--- src/rtl/port_out_uart_tx.sv ---
// Byte-wide output port feeding a FIFO-buffered UART 8N1 transmitter for the MIPS core.
// Define UART_TX_PARITY_EN to insert an even-parity bit between the data bits and the stop bit.
module port_out_uart_tx #(
  parameter int CLKS_PER_BIT = 434,
  parameter int FIFO_DEPTH   = 16,
  parameter int COUNT_WIDTH  = 5
) (
  input  logic                   clk,
  input  logic                   reset,
  input  logic                   WriteEnable,
  input  logic [7:0]             WriteData,
  output logic                   TxSerial,
  output logic                   Full,
  output logic                   Empty,
  output logic                   Busy,
  output logic                   Overflow,
  output logic [COUNT_WIDTH-1:0] FifoCount
);

  localparam int PTR_W  = $clog2(FIFO_DEPTH);
  localparam int BAUD_W = (CLKS_PER_BIT > 2) ? $clog2(CLKS_PER_BIT) : 1;

`ifdef UART_TX_PARITY_EN
  typedef enum logic [2:0] {
    S_IDLE   = 3'd0,
    S_START  = 3'd1,
    S_DATA   = 3'd2,
    S_PARITY = 3'd3,
    S_STOP   = 3'd4
  } state_t;

  function automatic logic even_parity(input logic [7:0] d);
    return ^d;
  endfunction
`else
  typedef enum logic [1:0] {
    S_IDLE  = 2'd0,
    S_START = 2'd1,
    S_DATA  = 2'd2,
    S_STOP  = 2'd3
  } state_t;
`endif

  state_t                 r_state;
  state_t                 w_state_next;
  logic [7:0]             r_mem [FIFO_DEPTH];
  logic [PTR_W-1:0]       r_wr_ptr;
  logic [PTR_W-1:0]       r_rd_ptr;
  logic [COUNT_WIDTH-1:0] r_count;
  logic [COUNT_WIDTH-1:0] w_count_next;
  logic [BAUD_W-1:0]      r_baud;
  logic [BAUD_W-1:0]      w_baud_next;
  logic [2:0]             r_bit;
  logic [2:0]             w_bit_next;
  logic [7:0]             r_shift;
  logic [7:0]             w_shift_next;
  logic                   r_tx;
  logic                   w_tx_next;
  logic                   r_overflow;
  logic                   w_pop;
  logic                   w_push;
  logic                   w_full;
  logic                   w_not_empty;
  logic                   w_baud_wrap;
  logic [7:0]             w_head;
`ifdef UART_TX_PARITY_EN
  logic                   r_parity;
`endif

  assign w_full      = (r_count == COUNT_WIDTH'(FIFO_DEPTH));
  assign w_not_empty = (r_count != {COUNT_WIDTH{1'b0}});
  assign w_baud_wrap = (r_baud == BAUD_W'(CLKS_PER_BIT - 1));
  assign w_head      = r_mem[r_rd_ptr];

  assign TxSerial  = r_tx;
  assign Full      = w_full;
  assign Empty     = ~w_not_empty;
  assign Busy      = (r_state != S_IDLE);
  assign Overflow  = r_overflow;
  assign FifoCount = r_count;

  // State register
  always_ff @(posedge clk) begin
    if (reset) begin
      r_state <= S_IDLE;
    end else begin
      r_state <= w_state_next;
    end
  end

  // Next-state logic; a pop happens only when a frame is about to start
  always_comb begin
    w_state_next = r_state;
    w_pop        = 1'b0;
    case (r_state)
      S_IDLE: begin
        if (w_not_empty) begin
          w_state_next = S_START;
          w_pop        = 1'b1;
        end else begin
          w_state_next = S_IDLE;
        end
      end
      S_START: begin
        if (w_baud_wrap) w_state_next = S_DATA;
        else             w_state_next = S_START;
      end
      S_DATA: begin
        if (w_baud_wrap && (r_bit == 3'd7)) begin
`ifdef UART_TX_PARITY_EN
          w_state_next = S_PARITY;
`else
          w_state_next = S_STOP;
`endif
        end else begin
          w_state_next = S_DATA;
        end
      end
`ifdef UART_TX_PARITY_EN
      S_PARITY: begin
        if (w_baud_wrap) w_state_next = S_STOP;
        else             w_state_next = S_PARITY;
      end
`endif
      S_STOP: begin
        if (w_baud_wrap && w_not_empty) begin
          w_state_next = S_START;
          w_pop        = 1'b1;
        end else if (w_baud_wrap) begin
          w_state_next = S_IDLE;
        end else begin
          w_state_next = S_STOP;
        end
      end
      default: begin
        w_state_next = S_IDLE;
        w_pop        = 1'b0;
      end
    endcase
  end

  // Output logic: line level for the upcoming state, registered below
  always_comb begin
    w_tx_next = 1'b1;
    case (w_state_next)
      S_IDLE:   w_tx_next = 1'b1;
      S_START:  w_tx_next = 1'b0;
      S_DATA:   w_tx_next = w_shift_next[0];
`ifdef UART_TX_PARITY_EN
      S_PARITY: w_tx_next = r_parity;
`endif
      S_STOP:   w_tx_next = 1'b1;
      default:  w_tx_next = 1'b1;
    endcase
  end

  // Datapath next values; a push into a full FIFO is legal only alongside a pop
  always_comb begin
    w_push = WriteEnable & (~w_full | w_pop);
    if (w_pop || (r_state == S_IDLE)) begin
      w_baud_next = {BAUD_W{1'b0}};
    end else if (w_baud_wrap) begin
      w_baud_next = {BAUD_W{1'b0}};
    end else begin
      w_baud_next = r_baud + BAUD_W'(1);
    end
    if (r_state == S_START) begin
      w_bit_next = 3'd0;
    end else if ((r_state == S_DATA) && w_baud_wrap) begin
      w_bit_next = r_bit + 3'd1;
    end else begin
      w_bit_next = r_bit;
    end
    if (w_pop) begin
      w_shift_next = w_head;
    end else if ((r_state == S_DATA) && w_baud_wrap) begin
      w_shift_next = {1'b0, r_shift[7:1]};
    end else begin
      w_shift_next = r_shift;
    end
    case ({w_push, w_pop})
      2'b10:   w_count_next = r_count + COUNT_WIDTH'(1);
      2'b01:   w_count_next = r_count - COUNT_WIDTH'(1);
      default: w_count_next = r_count;
    endcase
  end

  // Datapath registers
  always_ff @(posedge clk) begin
    if (reset) begin
      r_wr_ptr   <= {PTR_W{1'b0}};
      r_rd_ptr   <= {PTR_W{1'b0}};
      r_count    <= {COUNT_WIDTH{1'b0}};
      r_baud     <= {BAUD_W{1'b0}};
      r_bit      <= 3'd0;
      r_shift    <= 8'd0;
      r_tx       <= 1'b1;
      r_overflow <= 1'b0;
    end else begin
      r_count    <= w_count_next;
      r_baud     <= w_baud_next;
      r_bit      <= w_bit_next;
      r_shift    <= w_shift_next;
      r_tx       <= w_tx_next;
      r_overflow <= r_overflow | (WriteEnable & ~w_push);
      if (w_push) r_wr_ptr <= r_wr_ptr + PTR_W'(1);
      if (w_pop)  r_rd_ptr <= r_rd_ptr + PTR_W'(1);
    end
  end

`ifdef UART_TX_PARITY_EN
  // Parity of the byte being framed, captured as it leaves the FIFO
  always_ff @(posedge clk) begin
    if (reset) begin
      r_parity <= 1'b0;
    end else if (w_pop) begin
      r_parity <= even_parity(w_head);
    end
  end
`endif

  // FIFO storage; contents are meaningless once the pointers are cleared
  always_ff @(posedge clk) begin
    if (w_push) begin
      r_mem[r_wr_ptr] <= WriteData;
    end
  end

endmodule

--- config.mk ---
export PLATFORM = sky130hd
export DESIGN_NAME = port_out_uart_tx
export DESIGN_NICKNAME = d
export VERILOG_FILES = /design/src/rtl/port_out_uart_tx.sv
export SDC_FILE = /design/constraint.sdc
export NUM_CORES = 1
export LEC_CHECK = 0
export BUFFER_PORTS_ARGS = -buffer_cell sky130_fd_sc_hd__buf_2
export CAP_MARGIN = 20
export CORE_ASPECT_RATIO = 1.4
export CORE_MARGIN = 2
export CORE_UTILIZATION = 55
export DETAILED_ROUTE_END_ITERATION = 10
export GPL_ROUTABILITY_DRIVEN = 0
export GPL_TIMING_DRIVEN = 0
export HOLD_SLACK_MARGIN = 0.02
export PLACE_DENSITY = 0.72
export SYNTH_ARGS = -nofsm -noshare
export SYNTH_HDL_FRONTEND = slang
export SYNTH_SLANG_ARGS = --single-unit
--- constraint.sdc ---
create_clock -name clk -period 5.85 [get_ports clk]
set_input_delay 1.17 -clock clk [delete_from_list [all_inputs] [get_ports clk]]
set_output_delay 1.17 -clock clk [all_outputs]
set_load 0.02 [all_outputs]
==> flow_metrics.py <==
metrics = {
    "outcome": {
        "outcome": "completed",
    },
    "die": {
        "ioPinCount": 21,
        "chipHeight_um": 138,
        "core_area_sq_um": 12700,
        "floorplan.rows": 49,
        "initial_core_util_pct": 55.9,
        "die_x_um": 100,
        "dieArea_sq_um": 13800,
    },
    "logic_synthesis": {
        "synth_seq_area_share_pct": 65.8,
        "yosys.area_share.adder_pct": 3.46,
        "synthesis.nets": 483,
        "synth_area_leader_cell": "edfxtp_1",
        "synth.ff_latch_count": 169,
        "synthFlopType": "edfxtp_1",
        "synthXorXnorAreaFrac_pct": 1.98,
        "synth.top_cells.by_area": "edfxtp_1 (54%), dfxtp_1 (12%), mux4_2 (11%)",
        "syn-mean-instance-area_sq_um": 15.7,
        "ys_warn_count": 0,
        "synth-edff-count": 128,
        "syn_inst": 453,
        "synthMuxAreaShare_pct": 14.7,
        "async_reset_ff_share_pct": 0,
        "synth-simple-area-share_pct": 7.48,
        "synth_compound_area_share_pct": 4.30,
        "yosys.area.top_type_share_pct": 54.2,
        "synth_top_family_by_area": "multiplexers",
        "netlist_area_sq_um": 7090,
        "synth_cell_types": 51,
    },
    "sta": {
        "period_share_pct": 54.8,
        "min_period_ns": 3.21,
        "rsz0062_at_grt": "no",
        "setup_viol": 0,
        "clock.fmax_mhz": 312,
        "final.setup_skew_ns": 0.00675,
        "setup_slack_ns": 2.64,
        "tightestPinTransition_ns": 0.914,
        "hold_viol_final": 0,
        "setup_tns_ns": 0,
        "fin_hold_ws_ns": 0.476,
        "max_slew_margin_pct": 38.8,
        "finalMaxSlewViolations": 0,
    },
    "critical_path": {
        "reg2reg_depth": 8,
        "worstSetupPathType": "register to register",
        "critPathCaptureType": "register",
        "r2r_slack_ns": 2.64,
        "crit_required_ns": 5.98,
        "crit_fanout": 10,
        "cp.arrival_ns": 3.33,
        "start_kind": "register",
    },
    "clock_tree": {
        "numCtsBuffers": 17,
        "ctsLongestPathBuffers": 2,
        "post-cts-setup-buffers": 0,
        "cts-root-buf": "clkbuf_16",
        "htree_levels": 4,
        "clk_pin_slew_ns": 0.06,
        "cts_tree": "done",
        "clkSinkCount": 169,
        "cts_resized": 0,
        "ctsHoldBuffers": 0,
        "clk_latency_ns": 0.43,
    },
    "finish": {
        "final_nets": 525,
        "fillers": 910,
        "num_antenna_cells": 0,
        "area.growth.synth_to_final_pct": 12.9,
        "drive_above_1_share_pct": 20.3,
    },
    "run": {
        "cap_viol_max_count": 0,
    },
    "power_and_ir_drop": {
        "totalPowerFinal_uw": 3420,
        "p_int_uw": 2380,
        "seq_power_share_pct": 41.5,
        "switchingPower_uw": 1050,
        "p_leak_uw": 0.00271,
        "pwr-share-clk_pct": 33.3,
        "ir_drop_v": 0.000217,
        "powerDensity_nw_per_um2": 428,
        "pwr-share-comb_pct": 25.2,
        "switching_share_pct": 30.5,
    },
    "detailed_routing": {
        "dr.pass1.iters": 4,
        "initialDrtViolationCount": 303,
        "vias": 3983,
        "drt-total-wl_mm": 13.9,
        "routedWlPerCell_um": 21.0,
        "ant_nets": 0,
        "avgViaCountPerCell": 6.03,
        "drc": 0,
    },
    "placement": {
        "place_hpwl_mm": 9.49,
        "dp_slack_ns": 2.60,
        "port_buffers": 20,
    },
    "hold_path": {
        "hold_depth": 2,
        "min-delay-path-class": "register to register",
    },
    "global_routing": {
        "globalRouteOverflowTotal": 0,
        "grt_max_degree": 18,
        "grt_pass1_wl_mm": 22.1,
        "antenna_found_initial": 0,
        "grt_pass1_vias": 4023,
        "track_usage_pct": 21.6,
    },
}
[flip-flops by register name (all words and copies together), names as in the netlist, named ones only]
signal,flops
FifoCount,5
Overflow,1
TxSerial,1
r_baud,9
r_bit,3
r_mem,128
r_rd_ptr,4
r_shift,8
r_state,2
r_wr_ptr,4
[per-stage QoR]
step	util, %	std cells	area, sq um
2_1_floorplan	-	453	7090
3_3_place_gp	58.2	626	7380
3_5_place_dp	58.3	629	7400
4_1_cts	63.1	661	8010
5_1_grt	63.1	661	8010
6_report	63.1	661	8010
[worst max-delay path: stages, from the launching register on]
cell,delay (ns)
dfxtp_1,0.41
ha_1,0.18
and4b_1,0.30
a31oi_1,0.17
clkbuf_1,0.26
a31oi_1,0.49
nand2_1,0.22
nor3_1,0.57
buf_2,0.31
[worst paths after layout]
path         startpoint     endpoint
min reg2reg  r_shift[7]   r_shift[7]
max reg2reg   r_baud[0]  r_mem[2][4]
max           r_baud[0]  r_mem[2][4]
min          r_shift[7]   r_shift[7]
[cell usage after synthesis (all sizes together) (10+ instances only)]
library cell / count
clkbuf: 14
dfxtp: 41
edfxtp: 128
ha: 18
inv: 18
mux2i: 10
mux4: 40
nand2: 19
nand3: 10
nor2: 52
nor3: 10
xnor2: 10
[power groups by stage]
| stage | clock network (uW) | registers [uW] | logic [uW] |
|---|---|---|---|
| after floorplan | 0 | 1460 | 617 |
| after global placement | 0 | 1440 | 833 |
| after detailed placement | 0 | 1450 | 856 |
| after CTS | 1150 | 1420 | 868 |
| after global routing | 1200 | 1430 | 952 |
| final | 1140 | 1420 | 863 |
[final cells by class]
| cell class | count | area (sq um) | share of cell area (%) |
|---|---|---|---|
| plain buffers | 22 | 96.3 | 1.20 |
| clock buffers | 17 | 425 | 5.31 |
| clock inverters | 15 | 179 | 2.23 |
| inverters | 18 | 67.6 | 0.844 |
| multi-input cells | 244 | 2270 | 28.3 |
| flip-flops and latches | 169 | 4660 | 58.2 |
| well taps | 153 | 191 | 2.39 |
| repair buffers | 23 | 115 | 1.44 |
[cells in the final DEF, fill, tap and decap left out, drive strengths merged, types with 10 or more instances in the layout]
cell	instances
buf	31
mux2i	10
ha	18
xnor2	10
clkbuf	31
nor2	52
dfxtp	41
edfxtp	128
inv	29
nand2	19
mux4	40
nor3	10
nand3	10
[kinds of logic (layout without fill, tap and decap cells)]
logic type | after synthesis | in the layout
AND/OR/NAND/NOR | 114 | 114
AO/OA/AOI/OAI | 43 | 43
multiplexers | 52 | 52
flip-flops | 169 | 169
adder cells (fa/ha/maj) | 19 | 19
XOR/XNOR | 16 | 16
buffers and inverters | 40 | 95
[layer usage]
layer	GRT usage, %	routed length, um	part of all wire [%]	vias to the layer above
met1	26.1	5410	39	2003
met2	36.5	7460	54	116
met3	5.36	538	3.9	30
li1	-	-	-	1834
met5	0	0	0	-
met4	9.88	455	3.3	0
Power figures use the tool's default switching activity.
